<file path="config.mk">
export PLATFORM = sky130hd
export DESIGN_NAME = dsi_packet_arbiter
export DESIGN_NICKNAME = d
export VERILOG_FILES = /design/src/rtl/dsi_packet_arbiter_pkg.sv /design/src/rtl/dsi_packet_arbiter.sv
export SDC_FILE = /design/constraint.sdc
export NUM_CORES = 1
export LEC_CHECK = 0
export BUFFER_PORTS_ARGS = -buffer_cell sky130_fd_sc_hd__clkbuf_2
export CAP_MARGIN = 20
export CORE_ASPECT_RATIO = 1.2
export CORE_MARGIN = 2
export CORE_UTILIZATION = 37
export DETAILED_ROUTE_END_ITERATION = 10
export PLACE_DENSITY = 0.71
export SETUP_SLACK_MARGIN = 0.15
export SYNTH_ARGS = -nofsm -noshare
export SYNTH_HDL_FRONTEND = slang
export SYNTH_SLANG_ARGS = --single-unit
</file>
<file path="constraint.sdc">
create_clock -name clk_i -period 3.34 [get_ports clk_i]
set_clock_uncertainty 0.05 [all_clocks]
set_input_delay 0.167 -clock clk_i [delete_from_list [all_inputs] [get_ports clk_i]]
set_output_delay 0.167 -clock clk_i [all_outputs]
set_load 0.05 [all_outputs]
</file>
<file path="src/rtl/dsi_packet_arbiter_pkg.sv">
// Shared definitions for the DSI packet arbiter: FSM state encodings,
// DCS write packet types and the default LP guard length.
package dsi_packet_arbiter_pkg;

  // Arbiter FSM states
  typedef enum logic [2:0] {
    ARB_IDLE        = 3'd0,
    ARB_VIDEO       = 3'd1,
    ARB_CMD_HDR     = 3'd2,
    ARB_CMD_PAYLOAD = 3'd3,
    ARB_CMD_DONE    = 3'd4
  } arb_state_e;

  // DCS write data types
  localparam logic [5:0] PTYPE_DCS_SHORT_WRITE = 6'h05;
  localparam logic [5:0] PTYPE_DCS_LONG_WRITE  = 6'h39;

  // Idle cycles of video silence before a command may be granted
  localparam int unsigned LP_GUARD_DEFAULT = 16;

  // Bytes carried per payload word (one 24-bit pixel slot)
  localparam int unsigned BYTES_PER_WORD = 3;

endpackage

</file>
<file path="src/rtl/dsi_packet_arbiter.sv">
// Arbitrates the packet-assembler request port between the video timing
// generator (always wins) and a host command source (granted only after a
// guard period of video silence, inside an LP window it forces open).
// Ports:
//   clk_i, rst_n_i          core clock, async active-low reset
//   v_*_i / v_dreq_o        video requester packet fields and data request
//   tg_force_lp_o           force-LP to the timing generator
//   cmd_*_i                 pending command fields and payload FIFO head
//   cmd_rd_o                payload FIFO pop
//   cmd_done_o, cmd_busy_o  command completion pulse / in-flight flag
//   p_*_o / p_dreq_i        packet assembler request port
module dsi_packet_arbiter
  import dsi_packet_arbiter_pkg::*;
#(
  parameter int unsigned g_pixels_per_clock = 1,
  parameter int unsigned g_lp_guard         = LP_GUARD_DEFAULT,
  localparam int unsigned g_pixel_width     = 24 * g_pixels_per_clock
) (
  input  logic                     clk_i,
  input  logic                     rst_n_i,
  input  logic                     v_req_i,
  input  logic                     v_islong_i,
  input  logic                     v_last_i,
  input  logic [5:0]               v_type_i,
  input  logic [15:0]              v_wcount_i,
  input  logic [15:0]              v_command_i,
  input  logic [g_pixel_width-1:0] v_payload_i,
  output logic                     v_dreq_o,
  output logic                     tg_force_lp_o,
  input  logic                     cmd_valid_i,
  input  logic                     cmd_islong_i,
  input  logic [5:0]               cmd_type_i,
  input  logic [15:0]              cmd_wcount_i,
  input  logic [15:0]              cmd_command_i,
  input  logic [g_pixel_width-1:0] cmd_payload_i,
  output logic                     cmd_rd_o,
  output logic                     cmd_done_o,
  output logic                     cmd_busy_o,
  output logic                     p_req_o,
  output logic                     p_islong_o,
  output logic                     p_last_o,
  output logic [5:0]               p_type_o,
  output logic [15:0]              p_wcount_o,
  output logic [15:0]              p_command_o,
  output logic [g_pixel_width-1:0] p_payload_o,
  input  logic                     p_dreq_i
);

  localparam logic [7:0]  GUARD_MAX = 8'(g_lp_guard);
  localparam logic [15:0] WORD_B    = 16'(BYTES_PER_WORD);

  arb_state_e  state_q, state_d;
  logic [7:0]  guard_q, guard_d;
  logic [15:0] rem_q, rem_d;
  logic        islong_q, islong_d;
  logic [5:0]  type_q, type_d;
  logic [15:0] wcount_q, wcount_d;
  logic [15:0] command_q, command_d;
  logic        tg_q, tg_d;
  logic        in_cmd;

  assign in_cmd = (state_q == ARB_CMD_HDR) || (state_q == ARB_CMD_PAYLOAD) ||
                  (state_q == ARB_CMD_DONE);

  // Next-state, guard counter and command field latching
  always_comb begin
    state_d   = state_q;
    guard_d   = guard_q;
    rem_d     = rem_q;
    islong_d  = islong_q;
    type_d    = type_q;
    wcount_d  = wcount_q;
    command_d = command_q;
    tg_d      = cmd_valid_i | in_cmd;

    // Any video activity restarts the guard; CMD_DONE re-guards back-to-back commands
    if (v_req_i || (state_q == ARB_CMD_DONE)) begin
      guard_d = '0;
    end else if (guard_q != GUARD_MAX) begin
      guard_d = guard_q + 8'd1;
    end

    case (state_q)
      ARB_IDLE: begin
        if (v_req_i) begin
          state_d = ARB_VIDEO;
        end else if (cmd_valid_i && (guard_q == GUARD_MAX)) begin
          state_d   = ARB_CMD_HDR;
          islong_d  = cmd_islong_i;
          type_d    = cmd_type_i;
          wcount_d  = cmd_wcount_i;
          command_d = cmd_command_i;
          rem_d     = cmd_wcount_i;
        end
      end
      ARB_VIDEO: begin
        if (!v_req_i) state_d = ARB_IDLE;
      end
      ARB_CMD_HDR: begin
        if (p_dreq_i) begin
          if (!islong_q || (rem_q == 16'd0)) state_d = ARB_CMD_DONE;
          else                               state_d = ARB_CMD_PAYLOAD;
        end
      end
      ARB_CMD_PAYLOAD: begin
        // Last word may be partial; remaining clamps to zero instead of wrapping
        if (p_dreq_i) begin
          if (rem_q <= WORD_B) begin
            state_d = ARB_CMD_DONE;
            rem_d   = '0;
          end else begin
            rem_d = rem_q - WORD_B;
          end
        end
      end
      ARB_CMD_DONE: state_d = ARB_IDLE;
      default:      state_d = ARB_IDLE;
    endcase
  end

  // State and field registers
  always_ff @(posedge clk_i or negedge rst_n_i) begin
    if (!rst_n_i) begin
      state_q   <= ARB_IDLE;
      guard_q   <= '0;
      rem_q     <= '0;
      islong_q  <= 1'b0;
      type_q    <= '0;
      wcount_q  <= '0;
      command_q <= '0;
      tg_q      <= 1'b0;
    end else begin
      state_q   <= state_d;
      guard_q   <= guard_d;
      rem_q     <= rem_d;
      islong_q  <= islong_d;
      type_q    <= type_d;
      wcount_q  <= wcount_d;
      command_q <= command_d;
      tg_q      <= tg_d;
    end
  end

  // Output mux: video passes straight through, commands come from latched fields
  always_comb begin
    v_dreq_o    = 1'b0;
    cmd_rd_o    = 1'b0;
    cmd_done_o  = 1'b0;
    cmd_busy_o  = 1'b0;
    p_req_o     = 1'b0;
    p_islong_o  = 1'b0;
    p_last_o    = 1'b0;
    p_type_o    = '0;
    p_wcount_o  = '0;
    p_command_o = '0;
    p_payload_o = '0;
    case (state_q)
      ARB_VIDEO: begin
        p_req_o     = v_req_i;
        p_islong_o  = v_islong_i;
        p_last_o    = v_last_i;
        p_type_o    = v_type_i;
        p_wcount_o  = v_wcount_i;
        p_command_o = v_command_i;
        p_payload_o = v_payload_i;
        v_dreq_o    = p_dreq_i;
      end
      ARB_CMD_HDR, ARB_CMD_PAYLOAD: begin
        p_req_o     = 1'b1;
        p_islong_o  = islong_q;
        p_type_o    = type_q;
        p_wcount_o  = wcount_q;
        p_command_o = command_q;
        cmd_busy_o  = 1'b1;
        if (state_q == ARB_CMD_PAYLOAD) begin
          p_payload_o = cmd_payload_i;
          cmd_rd_o    = p_dreq_i;
        end
      end
      ARB_CMD_DONE: cmd_done_o = 1'b1;
      default: ;
    endcase
  end

  assign tg_force_lp_o = tg_q;

endmodule

</file>
==> results by group, run 1 <==
Run status
  – Status: finished, final reports clean

Logic synthesis
  – Number of flops mapped to enable cells by yosys: 0
  – Sequential element share of the synthesized area: 43.0%
  – Syn_area_per_cell: 10.5 sq um
  – Cells after Synth: 371
  – Number of synthesis warnings: 0
  – Syn_nets: 507
  – Most used flip-flop cell after synthesis: dfrtp_1
  – Yosys cell types: 55
  – Synth Cell Area: 0.00390 sq mm
  – Seq cells post-synth: 67
  – FFs w/ async S/R, synth: 100%

STA
  – Final hold vios: 0
  – F_max: 368 MHz
  – Final setup vio count: 0
  – Setup_tns: 0 ns
  – Final WS setup: 0.625 ns
  – Max transition margin: 46.9%
  – Minimum clock period: 2.72 ns
  – Slew of the pin with the lowest slew margin: 0.794 ns
  – Tcrit/Tclk final: 81.3%
  – RSZ-0062 raised after global routing: no
  – Hold WS: 0.0172 ns
  – Slew Viols, Final: 0

Floorplan
  – Core area: 0.0104 sq mm
  – Die width: 97.8 um
  – I/O pin cnt: 202
  – Std cell rows: 41
  – Die area: 0.0114 sq mm
  – Initial core utilization: 37.5%
  – Die height: 117 um

Layout
  – Area grow syn2layout: 36.6%
  – Design area: 0.00533 sq mm
  – Non-Filler Instances: 693
  – FILL cells: 991
  – Commonest cells after routing, fill and taps aside: clkbuf_2, a22o_1, dfrtp_1
  – Most common cell after layout, fill and taps aside: clkbuf_2
  – Layout cells sized above 1: 48.2%
  – Nets@finish: 695
  – Diode count: 0
  – Core Util, Final: 51.2%

Critical path
  – Worst path top cell family by delay: buffers and inverters
  – CP startpoint kind: flip-flop
  – CP max stage delay: 0.58 ns
  – CP arrival: 2.50 ns
  – Crit end category: output port
  – CP Cell Sequence: inv_1 > nor3_2 > buf_4 > a22o_1 > clkbuf_2
  – CP Class: reg -> out
  – Worst path slowest cell: buf_4
  – Req. time, crit path: 3.12 ns
  – CP Buf/Inv Count: 3
  – CP max FO: 62

Place
  – Post-DP HPWL: 10.2 mm
  – Pre-CTS setup slack: 0.974 ns
  – GP Congestion: 0.869
  – Placed cell areas: 0.00498 sq mm
  – Port Buffers: 201
  – Placed instance count: 676

CTS
  – Post-CTS setup buffers: 0
  – Clock sinks: 67
  – Clk Latency, worst-skew pair: 0.33 ns
  – Clock slew at reported path FFs: 0.05 ns
  – CTS tree: built
  – H-tree Lvls: 3
  – Clock root cell: clkbuf_16
  – CTS Buffer Depth: 2
  – Hold-fix buffers, CTS: 1
  – Clock buffer count from CTS: 9
  – Cts repair resizes: 0

Pwr
  – Maximum VDD drop: 0.271 mV
  – Post-route total power: 3.39 mW
  – LEAKAGE: 2.85 nW
  – Pwr dens: 636 mW/mm^2

Routing
  – Initial DRC count: 182
  – Drt wl/cell: 18.7 um
  – Post-DRT Antenna Nets: 0
  – First-pass detailed-route iteration total: 4
  – # DRC: 0
  – Routed vias: 3844
  – Vias per inst: 5.55
  – DRT Wirelength: 13.0 mm

GRT
  – Vias in the first global route: 3711
  – First-pass GRT wire length: 19.6 mm
  – Largest net degree at the start of global routing: 63
  – GRT overflow: 0
  – Antenna violations before repair: 0
  – GRT Util Overall: 22.2%

Run
  – Max-cap violations: 0

Worst hold path
  – Hold/Removal Path Class: in -> reg
[power breakdown]
group          switching, mW  internal, mW
Combinational           1.04         0.399
Sequential            0.0489         0.845
Clock                  0.343         0.716
Total                   1.43          1.96
[layer usage]
layer | up-vias | GRT usage [%] | wire length (um)
li1 | 1789 | - | -
met1 | 1873 | 29.1 | 5390
met2 | 164 | 37.8 | 6410
met3 | 18 | 3.29 | 932
met4 | 0 | 7.78 | 219
met5 | - | 0 | 0
[path summary, 6_finish.rpt]
| kind | startpoint | to | slack [ns] | cells past startpoint |
|---|---|---|---|---|
| hold reg to reg | wcount_q[15] | wcount_q[15] | 0.43 | 2 |
| max in group asynchronous | rst_n_i | guard_q[4] | 2.08 | 3 |
| setup reg to reg | state_q[1] | rem_q[0] | 1.02 | 5 |
| setup / recovery | state_q[0] | p_wcount_o[12] | 0.62 | 5 |
| hold / removal | cmd_command_i[1] | command_q[1] | 0.02 | 2 |
| min in group asynchronous | rst_n_i | rem_q[4] | 0.41 | 2 |
[cell type report]
class	instances	area [sq um]	share of cell area [%]
clock inverters	3	68.8	1.29
flip-flops and latches	67	1680	31.5
clock buffers	13	270	5.07
inverters	10	37.5	0.704
multi-input cells	263	2050	38.5
repair buffers	208	1060	19.9
well taps	129	161	3.03
[cells in the mapped netlist (5+ instances only)]
master	count	share of area (%)
nor2_1	14	1.3
nor3_1	11	1.4
mux2_2	37	11
nand2_1	21	2.0
a21oi_1	14	1.8
buf_2	12	1.5
nand3_1	10	1.3
and2_1	5	0.80
clkbuf_1	14	1.3
dfrtp_1	67	43
a22o_1	68	15
o21ai_0	15	1.9
inv_1	9	0.87
[state kept, by name (all words and copies together), names as in the netlist]
register       cells
command_q         16
rem_q             16
wcount_q          16
guard_q            8
type_q             6
state_q            3
islong_q           1
tg_force_lp_o      1
[logic make-up (layout without fill, tap and decap cells)]
kind of cell / Yosys count / count (layout) / share of synthesized area [%]
DFF: 67 / 67 / 43.0
adders and majority gates: 4 / 4 / 1.28
muxes: 38 / 38 / 10.9
buffers and inverters: 41 / 234 / 4.55
and+or+nand+nor: 88 / 88 / 13.7
AOI/OAI and AO/OA: 127 / 127 / 25.2
xor gates and xnor gates: 6 / 6 / 1.35
Note: power is estimated with default switching activity, not from simulation.
==> run 2: changes to the inputs <==
--- a/config.mk
+++ b/config.mk
@@ -11,7 +11,7 @@
 export CORE_MARGIN = 2
 export CORE_UTILIZATION = 37
 export DETAILED_ROUTE_END_ITERATION = 10
-export PLACE_DENSITY = 0.71
+export PLACE_DENSITY = 0.74
 export SETUP_SLACK_MARGIN = 0.15
 export SYNTH_ARGS = -nofsm -noshare
 export SYNTH_HDL_FRONTEND = slang
==> constraint.sdc (replaced) <==
create_clock -name clk_i -period 2.3 [get_ports clk_i]
set_clock_uncertainty 0.05 [all_clocks]
set_input_delay 0.115 -clock clk_i [delete_from_list [all_inputs] [get_ports clk_i]]
set_output_delay 0.115 -clock clk_i [all_outputs]
set_load 0.05 [all_outputs]
==> run 2 against run 1 <==
Sequential cell count is the same. Final area grew 13%. Clock power grew 31%. First-iteration DRC count grew 35%. Register-to-register slack lost 0.78 ns. Worst setup slack lost 0.39 ns. Sequential share of layout area shrank 3.5 points. Final cell count grew 5.8%. Combinational power grew 78%. Worst hold slack lost 0.0092 ns. Global-route usage grew 1.9 points. Die area is the same. Critical path type unchanged. Largest cell class unchanged. Largest power group unchanged.
==> results by group, run 2 (synthesis results as in run 1) <==
Run status
  – Status: finished, final reports clean

CTS
  – H-tree Lvls: 3 (unchanged)
  – Clock sinks: 67 (unchanged)
  – Clk Latency, worst-skew pair: 0.34 ns (about the same)
  – CTS tree: built
  – Clock buffer count from CTS: 9 (unchanged)
  – Clock root cell: clkbuf_16
  – CTS Buffer Depth: 2 (unchanged)
  – Clock slew at reported path FFs: 0.06 ns (about the same)

Layout
  – Most common cell after layout, fill and taps aside: clkbuf_2
  – Core Util, Final: 57.7% (+6.6 points)
  – Diode count: 0 (unchanged)
  – FILL cells: 881 (-11%)
  – Nets@finish: 735 (+5.8%)
  – Regs by FF count: command_q (16), rem_q (16), wcount_q (16)
  – Design area: 0.00601 sq mm (+13%)
  – Layout cells sized above 1: 48.0% (-0.21 points)
  – Commonest cells after routing, fill and taps aside: clkbuf_2, a22o_1, dfrtp_1
  – Area grow syn2layout: 54.1%

Place
  – Placed cell areas: 0.00506 sq mm (+1.7%)
  – GP Congestion: 0.900 (+3.6%)
  – Post-DP HPWL: 10.2 mm (+0.27%)
  – Port Buffers: 201 (unchanged)

Critical path
  – FF-to-FF path depth: 5 (unchanged)
  – CP startpoint kind: flip-flop
  – CP Cell Sequence: nand2b_1 > clkinv_1 > buf_6 > a22o_1 > clkbuf_4
  – Req. time, crit path: 2.13 ns (-0.99 ns)
  – CP max FO: 25 (-60%)
  – CP Buf/Inv Count: 3 (unchanged)
  – CP Launch Point: state_q[2]
  – CP max stage delay: 0.47 ns (-0.11 ns)
  – Reg2reg setup slack: 0.24 ns (-0.78 ns)
  – Critical R2R Launch: rem_q[0]
  – Worst path top cell family by delay: buffers and inverters
  – Crit end category: output port
  – CP Class: reg -> out
  – Reg2reg end: rem_q[12]
  – Worst path slowest cell: dfrtp_2
  – CP arrival: 1.90 ns (-0.60 ns)

Routing
  – Vias per inst: 5.64 (+1.7%)
  – # DRC: 0 (unchanged)
  – DRT Wirelength: 14.2 mm (+9.8%)
  – Post-DRT Antenna Nets: 0 (unchanged)
  – Routed vias: 4136 (+7.6%)
  – First-pass detailed-route iteration total: 5 (+1)
  – Drt wl/cell: 19.4 um (+3.9%)
  – Initial DRC count: 245 (+35%)

GRT
  – Vias in the first global route: 4064 (+9.5%)
  – First-pass GRT wire length: 21.1 mm (+8.0%)
  – GRT overflow: 0 (unchanged)
  – GRT Util Overall: 24.1% (+1.9 points)
  – Largest net degree at the start of global routing: 33 (-48%)
  – Antenna violations before repair: 0 (unchanged)

Pwr
  – Pwr dens: 871 mW/mm^2 (+37%)
  – Maximum VDD drop: 0.528 mV (+95%)
  – LEAKAGE: 3.11 nW (+8.9%)

Floorplan
  – Die height: 117 um (unchanged)
  – Die area: 0.0114 sq mm (unchanged)
  – Die width: 97.8 um (unchanged)
  – Std cell rows: 41 (unchanged)
  – I/O pin cnt: 202 (unchanged)
  – Core area: 0.0104 sq mm (unchanged)
  – Initial core utilization: 37.5% (unchanged)

STA
  – F_max: 484 MHz
  – Max transition margin: 65.9% (+19 points)
  – Slew of the pin with the lowest slew margin: 0.511 ns (-0.283 ns)
  – Final hold vios: 0 (unchanged)
  – RSZ-0062 raised after global routing: no
  – Final setup vio count: 0 (unchanged)
  – Setup_tns: 0 ns (unchanged)
  – Tcrit/Tclk final: 89.8%
  – Hold WS: 0.00797 ns (-0.00924 ns)
  – Slew Viols, Final: 0 (unchanged)
  – Minimum clock period: 2.06 ns

Worst hold path
  – Hold/Removal Path Class: in -> reg
  – Hold EP: wcount_q[15]
  – Worst Min Path Start: cmd_wcount_i[15]
  – Min-Delay Path Depth: 3 (+1)

Run
  – Max-cap violations: 0 (unchanged)
## run 2: cell count changes in the layout (fill, tap and decap cells not counted), moves of 5 or more
cell,previous run,this run
dlygate4sd3_1,1,30
clkbuf_4,0,5
buf_4,6,12
clkbuf_8,3,30
clkbuf_2,200,165
## run 2: cell type report
cell class / count / area, sq um / area share [%]
Multi-Input combinational cell: 263 / 2080 / 34.5
Timing Repair Buffer: 248 / 1750 / 29.2
Sequential cell: 67 / 1680 / 27.9
Clock buffer: 10 / 239 / 3.98
Tap cell: 129 / 161 / 2.68
Clock inverter: 6 / 65.1 / 1.08
Inverter: 10 / 37.5 / 0.624
## run 2: worst min-delay path, stage by stage
cell	delay, ns
clkbuf_2	0.08
nand3_1	0.09
nand2_1	0.06
## run 2: worst max-delay path by stage
stage / endpoint / slack, ns / cells past startpoint
after floorplan: p_type_o[1] / 0.20 / 4
after global placement: rem_q[0] / 0.20 / 5
after detailed placement: rem_q[12] / 0.13 / 5
after CTS: p_wcount_o[12] / 0.14 / 6
after global routing: p_wcount_o[7] / 0.15 / 5
final: p_wcount_o[12] / 0.24 / 5
## run 2: power breakdown
part	switching, mW	leakage, nW	total [mW]	internal [mW]
Sequential	0.0577	0.904	1.28	1.23
Clock	0.524	0.148	1.39	0.868
Combinational	1.63	2.05	2.56	0.935
Total	2.21	3.11	5.24	3.03
## run 2: what timing repair did
| item | CTS | global route |
|---|---|---|
| endpoints found under the hold margin | 48 | 0 |
| buffers inserted | 2 | 1 |
| gates cloned | 1 | 0 |
| resized for setup | 71 | 4 |
| pin swaps | 1 | 1 |
| hold buffers | 30 | 0 |
| endpoints found under the setup margin | 64 | 71 |
## run 2: metal layers
metal  share of wire, %  track usage [%]  wire length [um]  vias up
met4                2.8             10.6               400        0
met3                8.5             5.86              1210       35
met2                 49             40.7              6970      222
li1                   -                -                 -     1872
met1                 40             29.7              5650     2007
met5                  0                0                 0        -
## run 2: metrics by stage
| step | std cells | total power, mW | setup WS [ns] |
|---|---|---|---|
| floorplan | 371 | 2.89 | 0.203 |
| global placement | 683 | 3.46 | 0.204 |
| detailed placement | 683 | 3.48 | 0.128 |
| CTS | 732 | 5.25 | 0.138 |
| global route | 733 | 5.44 | 0.152 |
| finish | 733 | 5.24 | 0.235 |
==> run 3: changes to the inputs <==
--- a/config.mk
+++ b/config.mk
@@ -12,6 +12,7 @@
 export CORE_UTILIZATION = 37
 export DETAILED_ROUTE_END_ITERATION = 10
 export PLACE_DENSITY = 0.74
+export REMOVE_ABC_BUFFERS = 1
 export SETUP_SLACK_MARGIN = 0.15
 export SYNTH_ARGS = -nofsm -noshare
 export SYNTH_HDL_FRONTEND = slang
==> run 3 against run 2 <==
Largest power group unchanged. Sequential cell count did not move. Via count fell by 1.4%. The run now ends with hold timing left. First-iteration DRC count rose by 30%. Critical path depth rose by 1. Largest cell class unchanged. Sequential power barely moved. Global-route usage fell by 2.5 points.
==> results by group, run 3 (synthesis results as in run 1) <==
Routing
  – Initial DRC count: 319 (+30%)
  – Routed vias: 4080 (-1.4%)
  – DRT Wirelength: 12.9 mm (-9.7%)
  – First-pass detailed-route iteration total: 5 (unchanged)
  – # DRC: 0 (unchanged)
  – Vias per inst: 5.52 (-2.2%)
  – Post-DRT Antenna Nets: 0 (unchanged)
  – Drt wl/cell: 17.4 um (-10%)

STA
  – Setup_tns: 0 ns (unchanged)
  – Tcrit/Tclk final: 91.7% (+1.9 points)
  – Final setup vio count: 0 (unchanged)
  – Slew Viols, Final: 0 (unchanged)
  – Final WS setup: 0.190 ns (-0.0446 ns)
  – Max transition margin: 69.5% (+3.5 points)
  – Hold WS: -0.00319 ns (-0.0112 ns)
  – RSZ-0062 raised after global routing: yes
  – Minimum clock period: 2.11 ns (+0.0446 ns)
  – Final hold vios: 1 (+1)
  – Slew of the pin with the lowest slew margin: 0.457 ns (-0.0539 ns)
  – F_max: 474 MHz (-2.1%)

Floorplan
  – Initial core utilization: 37.5% (unchanged)
  – Die width: 97.8 um (unchanged)
  – Die area: 0.0114 sq mm (unchanged)
  – Die height: 117 um (unchanged)
  – I/O pin cnt: 202 (unchanged)
  – Core area: 0.0104 sq mm (unchanged)
  – Std cell rows: 41 (unchanged)

GRT
  – Antenna violations before repair: 0 (unchanged)
  – Vias in the first global route: 3926 (-3.4%)
  – GRT overflow: 0 (unchanged)
  – First-pass GRT wire length: 19.3 mm (-8.7%)
  – GRT Util Overall: 21.6% (-2.5 points)
  – Largest net degree at the start of global routing: 34 (+3.0%)

CTS
  – H-tree Lvls: 3 (unchanged)
  – CTS tree: built
  – Clk Latency, worst-skew pair: 0.34 ns (about the same)
  – Clock buffer count from CTS: 9 (unchanged)
  – Clock root cell: clkbuf_16
  – Clock slew at reported path FFs: 0.06 ns (about the same)
  – Clock sinks: 67 (unchanged)
  – CTS Buffer Depth: 2 (unchanged)

Layout
  – Diode count: 0 (unchanged)
  – Commonest cells after routing, fill and taps aside: clkbuf_2, a22o_1, dfrtp_1
  – Regs by FF count: command_q (16), rem_q (16), wcount_q (16)
  – Layout cells sized above 1: 47.4% (-0.64 points)
  – Area grow syn2layout: 52.1%
  – Non-Filler Instances: 739 (+0.82%)
  – FILL cells: 902 (+2.4%)
  – Nets@finish: 741 (+0.82%)
  – Most common cell after layout, fill and taps aside: clkbuf_2
  – Core Util, Final: 57.0% (-0.73 points)

Pwr
  – Switch share: 41.8% (-0.38 points)
  – LEAKAGE: 3.10 nW (-0.32%)
  – Net Switching: 2.19 mW (-0.95%)
  – Power share of the sequential group: 24.8% (+0.3 points)
  – Maximum VDD drop: 0.406 mV (-23%)
  – Pwr dens: 882 mW/mm^2 (+1.2%)
  – Clock power frac: 28.5% (+1.9 points)
  – Cell-internal power: 3.05 mW (+0.59%)
  – Gate power share: 46.7% (-2.2 points)

Critical path
  – Worst path top cell family by delay: buffers and inverters
  – CP arrival: 1.94 ns (+0.04 ns)
  – CP Buf/Inv Count: 4 (+1)
  – CP max stage delay: 0.44 ns (-0.03 ns)
  – Worst path slowest cell: dfrtp_2
  – CP Cell Sequence: inv_1 > nor3_4 > buf_4 > clkbuf_16 > a22o_1 > clkbuf_4
  – Crit end category: output port
  – CP max FO: 15 (-40%)
  – CP Class: reg -> out
  – CP startpoint kind: flip-flop
  – Req. time, crit path: 2.13 ns (about the same)

Worst hold path
  – Hold/Removal Path Class: in -> reg

Place
  – Post-DP HPWL: 8.78 mm (-14%)
  – Placed instance count: 681 (-0.29%)
  – Port Buffers: 201 (unchanged)
  – GP Congestion: 0.821 (-8.8%)
  – Pre-CTS setup slack: 0.265 ns (+0.137 ns)

Run
  – Max-cap violations: 0 (unchanged)

Run status
  – Failing checks: hold timing
  – Status: finished, violations left
==> run 3: cell types whose count changed in the layout (fill, tap and decap cells not counted), sizes merged <==
cell	change
bufinv	+1
buf	+20
bufbuf	+1
clkbuf	-23
inv	+2
clkinv	-1
dlygate4sd3	+7
clkinvlp	-1
==> run 3: cell type report <==
cell class | count | area, sq um | area share, %
multi-input combinational | 263 | 2060 | 34.8
tap | 129 | 161 | 2.72
clock inverter | 7 | 100 | 1.69
clock buffer | 9 | 225 | 3.79
sequential | 67 | 1680 | 28.3
inverter | 10 | 37.5 | 0.632
timing repair buffer | 254 | 1670 | 28.1
==> run 3: metal layers <==
layer | wire length, um | GRT usage [%]
met1 | 4670 | 24.4
met2 | 6850 | 39.1
met3 | 1000 | 5.51
met5 | 0 | 0
met4 | 330 | 9.44
==> run 3: tightest hold or removal path: stages <==
cell and delay, ns:
clkbuf_2 0.09, nand3_1 0.08, nand2_1 0.06
==> run 3: worst paths after layout <==
| path | start | end | slack [ns] | cells past startpoint |
|---|---|---|---|---|
| setup reg to reg | rem_q[0] | rem_q[12] | 0.30 | 5 |
| min in group asynchronous | rst_n_i | wcount_q[6] | 0.17 | 2 |
| hold / removal | cmd_wcount_i[15] | wcount_q[15] | -0.003 | 3 |
| max in group asynchronous | rst_n_i | state_q[2] | 1.38 | 3 |
| setup / recovery | state_q[0] | p_wcount_o[5] | 0.19 | 6 |
| hold reg to reg | wcount_q[10] | wcount_q[10] | 0.44 | 2 |
==> run 3: power by group through the flow <==
stage / Combinational [mW] / Sequential, mW / Clock, mW
CTS: 2.28 / 1.30 / 1.52
finish: 2.44 / 1.30 / 1.49
global route: 2.56 / 1.31 / 1.57
detailed placement: 2.12 / 1.32 / 0
floorplan: 1.57 / 1.30 / 0
global placement: 2.09 / 1.31 / 0
==> run 3: per-stage QoR <==
stage | power (mW) | instance area (sq um)
6_report | 5.23 | 5940
5_1_grt | 5.44 | 5940
4_1_cts | 5.10 | 5800
3_5_place_dp | 3.43 | 5040
3_3_place_gp | 3.41 | 5040
2_1_floorplan | 2.87 | 3760
==> run 3: timing repair <==
action                                 CTS  global route
setup buffers                            1             2
hold buffers                            37             0
gates cloned                             1             1
setup endpoints to repair               61            68
gates resized for setup                  7            99
pin swaps                                1             1
endpoints found under the hold margin   80             0
